--- config.mk ---
export PLATFORM = sky130hd
export DESIGN_NAME = send_frames
export DESIGN_NICKNAME = d
export VERILOG_FILES = /design/src/rtl/send_frames.sv
export SDC_FILE = /design/constraint.sdc
export NUM_CORES = 1
export LEC_CHECK = 0
export ABC_AREA = 1
export CORE_MARGIN = 10
export CORE_UTILIZATION = 39
export CTS_CLUSTER_SIZE = 20
export DETAILED_ROUTE_END_ITERATION = 8
export PLACE_DENSITY = 0.58
export SKIP_LAST_GASP = 1
export SLEW_MARGIN = 20
export SYNTH_ARGS = -nofsm -noshare
export SYNTH_HDL_FRONTEND = slang
export SYNTH_SLANG_ARGS = --single-unit
--- constraint.sdc ---
create_clock -name clk_in -period 1.86 [get_ports clk_in]
set_input_delay 0.186 -clock clk_in [delete_from_list [all_inputs] [get_ports clk_in]]
set_output_delay 0.186 -clock clk_in [all_outputs]
set_load 0.05 [all_outputs]
--- src/rtl/send_frames.sv ---
// send_frames: multi-frame UART transmitter.
//
// Accepts one DATA_SIZE-bit word on a single-cycle send_in request (while
// idle) and serialises it as FRAMES back-to-back UART frames, least
// significant frame first. Each frame is one start bit, FRAME_SIZE data bits
// LSB first, and one stop bit. Every bit lasts CLK_BAUD_RATIO clock cycles.
//
// Ports:
//   clk_in   - single clock, rising edge
//   rst_in   - synchronous active-high reset, highest priority
//   send_in  - transmit request, sampled only while busy_out is low
//   data_in  - word to send; [FRAME_SIZE-1:0] is frame 0
//   tx_out   - registered serial line, idle high
//   busy_out - registered, high while a word is on the line
//   done_out - registered one-cycle pulse after the final stop bit
module send_frames #(
    parameter int CLK_BAUD_RATIO = 25,
    parameter int FRAME_SIZE     = 8,
    parameter int FRAMES         = 2,
    localparam int DATA_SIZE     = FRAME_SIZE * FRAMES
) (
    input  logic                 clk_in,
    input  logic                 rst_in,
    input  logic                 send_in,
    input  logic [DATA_SIZE-1:0] data_in,
    output logic                 tx_out,
    output logic                 busy_out,
    output logic                 done_out
);

    // Counter widths hold 0..max; a ratio/size of 1 still gets one bit so
    // no vector collapses to zero width.
    localparam int BAUD_W  = (CLK_BAUD_RATIO > 1) ? $clog2(CLK_BAUD_RATIO) : 1;
    localparam int BIT_W   = (FRAME_SIZE > 1)     ? $clog2(FRAME_SIZE)     : 1;
    localparam int FRAME_W = (FRAMES > 1)         ? $clog2(FRAMES)         : 1;

    localparam logic [BAUD_W-1:0]  BAUD_LAST  = BAUD_W'(CLK_BAUD_RATIO - 1);
    localparam logic [BIT_W-1:0]   BIT_LAST   = BIT_W'(FRAME_SIZE - 1);
    localparam logic [FRAME_W-1:0] FRAME_LAST = FRAME_W'(FRAMES - 1);

    typedef enum logic [1:0] {
        S_IDLE  = 2'd0,
        S_START = 2'd1,
        S_DATA  = 2'd2,
        S_STOP  = 2'd3
    } state_e;

    state_e                 state_q, state_d;
    logic [BAUD_W-1:0]      baud_q, baud_d;
    logic [BIT_W-1:0]       bit_q, bit_d;
    logic [FRAME_W-1:0]     frame_q, frame_d;
    logic [DATA_SIZE-1:0]   word_q, word_d;
    logic                   tx_q, tx_d;
    logic                   busy_q, busy_d;
    logic                   done_q, done_d;

    logic                   baud_end_s;
    logic [DATA_SIZE-1:0]   word_shift_s;

    assign tx_out   = tx_q;
    assign busy_out = busy_q;
    assign done_out = done_q;

    // Next-state logic. The outputs are computed for the cycle after the
    // edge, so tx_d always reflects the bit the next state will drive. The
    // held word is shifted right once per data bit, so its LSB is always the
    // next data bit to send, across frame boundaries too.
    always_comb begin
        state_d      = state_q;
        baud_d       = baud_q;
        bit_d        = bit_q;
        frame_d      = frame_q;
        word_d       = word_q;
        tx_d         = tx_q;
        busy_d       = busy_q;
        done_d       = 1'b0;
        baud_end_s   = (baud_q == BAUD_LAST);
        word_shift_s = word_q >> 1;

        case (state_q)
            S_IDLE: begin
                tx_d   = 1'b1;
                busy_d = 1'b0;
                if (send_in) begin
                    word_d  = data_in;
                    baud_d  = '0;
                    bit_d   = '0;
                    frame_d = '0;
                    busy_d  = 1'b1;
                    tx_d    = 1'b0;
                    state_d = S_START;
                end else begin
                    state_d = S_IDLE;
                end
            end
            S_START: begin
                if (baud_end_s) begin
                    baud_d  = '0;
                    bit_d   = '0;
                    tx_d    = word_q[0];
                    state_d = S_DATA;
                end else begin
                    baud_d  = baud_q + BAUD_W'(1);
                end
            end
            S_DATA: begin
                if (baud_end_s) begin
                    baud_d = '0;
                    word_d = word_shift_s;
                    if (bit_q == BIT_LAST) begin
                        tx_d    = 1'b1;
                        state_d = S_STOP;
                    end else begin
                        bit_d = bit_q + BIT_W'(1);
                        tx_d  = word_shift_s[0];
                    end
                end else begin
                    baud_d = baud_q + BAUD_W'(1);
                end
            end
            S_STOP: begin
                if (baud_end_s) begin
                    baud_d = '0;
                    if (frame_q == FRAME_LAST) begin
                        tx_d    = 1'b1;
                        busy_d  = 1'b0;
                        done_d  = 1'b1;
                        state_d = S_IDLE;
                    end else begin
                        // Next frame's start bit follows the stop bit directly.
                        frame_d = frame_q + FRAME_W'(1);
                        tx_d    = 1'b0;
                        state_d = S_START;
                    end
                end else begin
                    baud_d = baud_q + BAUD_W'(1);
                end
            end
            default: begin
                tx_d    = 1'b1;
                busy_d  = 1'b0;
                state_d = S_IDLE;
            end
        endcase
    end

    // State and output registers; reset truncates any frame and idles the line.
    always_ff @(posedge clk_in) begin
        if (rst_in) begin
            state_q <= S_IDLE;
            baud_q  <= '0;
            bit_q   <= '0;
            frame_q <= '0;
            word_q  <= '0;
            tx_q    <= 1'b1;
            busy_q  <= 1'b0;
            done_q  <= 1'b0;
        end else begin
            state_q <= state_d;
            baud_q  <= baud_d;
            bit_q   <= bit_d;
            frame_q <= frame_d;
            word_q  <= word_d;
            tx_q    <= tx_d;
            busy_q  <= busy_d;
            done_q  <= done_d;
        end
    end

endmodule
==> metrics.cfg <==
[drt]
firstDrtPassIters = 4
wl_per_cell_um = 11.0
avgViaCountPerCell = 4.48
vias = 1389
routed_wl_um = 3410
drt_iter0_markers = 63
ant_nets = 0
drcViolationCount = 0

[finish]
fill_cells = 408
final_nets = 287
finalInstanceArea_um2 = 2010
fin_cells = 310
area_delta_synth_final_pct = 19.5
diodes = 0
drive_above_1_share_pct = 9.23

[timing]
slew_violations = 0
finalCritPeriodShare_pct = 94.4
period_needed_ps = 1760
fin_skew_ps = 4.83
fmax_mhz = 569
finalHoldViolCount = 0
rsz0062_at_grt = true
setup_viol = 0
worst_pin_slew_ps = 497
slew_headroom_pct = 66.8

[worst_setup_path]
critPathBufInv = 3
worstPathArrival_ps = 1940
cpPeakStageDelay_ps = 380
path_max_fanout = 32
slowest_stage = dfxtp_1
r2r_end = word_q[8]
rr_worst_depth = 10
required_ps = 2040
rrSetupSlack_ps = 100
start_kind = flop
path_class = flop to flop
setup.worst_path.end_class = flop
r2r-start = state_q[0]
path_cells = inv_1 -> ha_1 -> inv_2 -> nor2_4 -> inv_2 -> nand2_4 -> nor2_8 -> nand2_1 -> nand2_1 -> nor2_1
path_delay_family = simple AND/OR/NAND/NOR gates
cp.depth = 10

[global_route]
grt_first_pass_wirelength_um = 5830
met1_usage_pct = 11.7
gr-usage-met2_pct = 14.5
grt_overflow = 0
grtUsageMet3_pct = 3.60
grt_use_total_pct = 9.66
grt_pass1_vias = 1284
grt_max_degree = 33
antenna_found_initial = 0
busiest_layer = met2

[die]
fp.dieW_um = 85.7
initial_core_util_pct = 41.2
rows = 23
dieHeight_um = 85.7
ios = 22
design.die.area_um2 = 7340
core_area_um2 = 4090

[placement]
port_buffers = 21
placedCellCount = 302
post_dp_cell_area_um2 = 1920
hpwl_um = 2480
place_congestion = 0.777

[hold_path]
worstHoldStart = busy_out
hold-path-cell-count = 2
holdPathEnd = busy_out
hold_class = flop to flop

[logic_synthesis]
synth.distinct_cells = 22
ys.flop_type = dfxtp_1
yosysSeqAreaShare_pct = 35.7
synth-edff-count = 0
synth_nets = 262
syn_inst = 234
syn_area_um2 = 1680
async_reset_ff_share_pct = 0
ys_ff_latch = 30
avgSynthCellArea_um2 = 7.19
synth_warnings = 0

[pwr]
irDropWorstVdd_mv = 0.685
leakagePower_nw = 0.947
power.density_nw_per_um2 = 1520

[clock_network]
cts-resized-gates = 0
cts_root_buf = clkbuf_8
post-cts-setup-buffer-count = 0
cts_tree = yes
cts.reportedPaths.clkPinSlew_ps = 70
numCtsBuffers = 5
clk_latency_ps = 280
clockBufferDepth = 2
htree_levels = 2
cts_sinks = 30
postCtsHoldBufs = 0

[run_status]
status = complete, no violations

[flow_run]
cap_violations = 0

[layout by cell type, fill, tap and decap left out, drive strengths merged]
master | synthesis | layout
a21oi | 4 | 4
nand2 | 72 | 72
dfxtp | 30 | 30
inv | 20 | 20
o21ai | 4 | 4
a21boi | 1 | 1
nor2 | 57 | 57
xor2 | 2 | 2
nand3 | 7 | 7
clkinv | 0 | 1
ha | 9 | 9
or2 | 2 | 2
clkdlybuf4s50 | 0 | 21
nor3 | 1 | 1
xnor2 | 1 | 1
clkbuf | 0 | 7
buf | 7 | 4
mux2i | 14 | 14
nand4 | 3 | 3
[kinds of logic (layout without fill, tap and decap cells)]
| group | count (synthesis) | count (layout) | synth area share (%) |
|---|---|---|---|
| xor+xnor | 3 | 3 | 1.56 |
| fa+ha+maj | 9 | 9 | 6.69 |
| simple gates | 142 | 142 | 36.5 |
| flops | 30 | 30 | 35.7 |
| buf+inv | 27 | 53 | 8.40 |
| compound gates | 9 | 9 | 2.83 |
| mux | 14 | 14 | 8.33 |
[registers in the layout (all words and copies together) (netlist names)]
signal and count:
done_out 1, busy_out 1, baud_q 5, bit_q 3
tx_out 1, state_q 2, frame_q 1, word_q 16
[worst max-delay path by stage]
stage / from / to / slack [ps]
detailed placement: state_q[0] / word_q[8] / 100
global route: state_q[0] / word_q[4] / -80
CTS: state_q[0] / word_q[8] / 90
global placement: state_q[0] / word_q[15] / 160
floorplan: state_q[0] / bit_q[0] / 380
finish: state_q[0] / word_q[8] / 100
[where the power goes]
part           internal (W)  switching [W]  leakage, nW
logic              0.000570       0.000888        0.651
clock network      0.000298       0.000244       0.0482
registers          0.000906       0.000148        0.248
[layout make-up]
cell class                 instances  area (um^2)  share of cell area [%]
timing repair buffer              25          240                    11.9
sequential                        30          601                    29.9
clock buffer                       7         86.3                    4.29
multi-input combinational        177          941                    46.8
tap                               50         62.6                    3.11
clock inverter                     1         5.00                   0.249
inverter                          20         75.1                    3.73
[worst min-delay path: cells and delay by family, from the launching register on]
kind | cells | cell delay, ps
AO/OA/AOI/OAI | 1 | 50
flip-flops | 1 | 310
AND/OR/NAND/NOR | 1 | 60
[cells in the mapped netlist (all sizes together) (2+ instances only)]
master  number  area (um^2)
a21oi        4         20.0
dfxtp       30          601
or2          2         12.5
buf          7         66.3
o21ai        4         20.0
xor2         2         17.5
mux2i       14          140
nor2        57          250
inv         20         75.1
nand4        3         18.8
nand3        7         35.0
ha           9          113
nand2       72          293
[layer usage]
metal	up-vias	wire length, um
met5	-	0
met2	18	1420
li1	774	-
met4	0	66
met1	590	1780
met3	7	140
[metrics by stage]
stage	hold slack [ps]	util (%)	setup slack (ps)	power, W	TNS [ps]
finish	465	49.2	104	0.00305	0
global route	480	49.2	-76.8	0.00335	-540
CTS	469	49.2	91.0	0.00309	0
detailed placement	460	47.0	101	0.00253	0
global placement	456	47.0	163	0.00252	0
floorplan	255	-	378	0.00233	0
No activity file was read; power rests on OpenSTA's default activity.
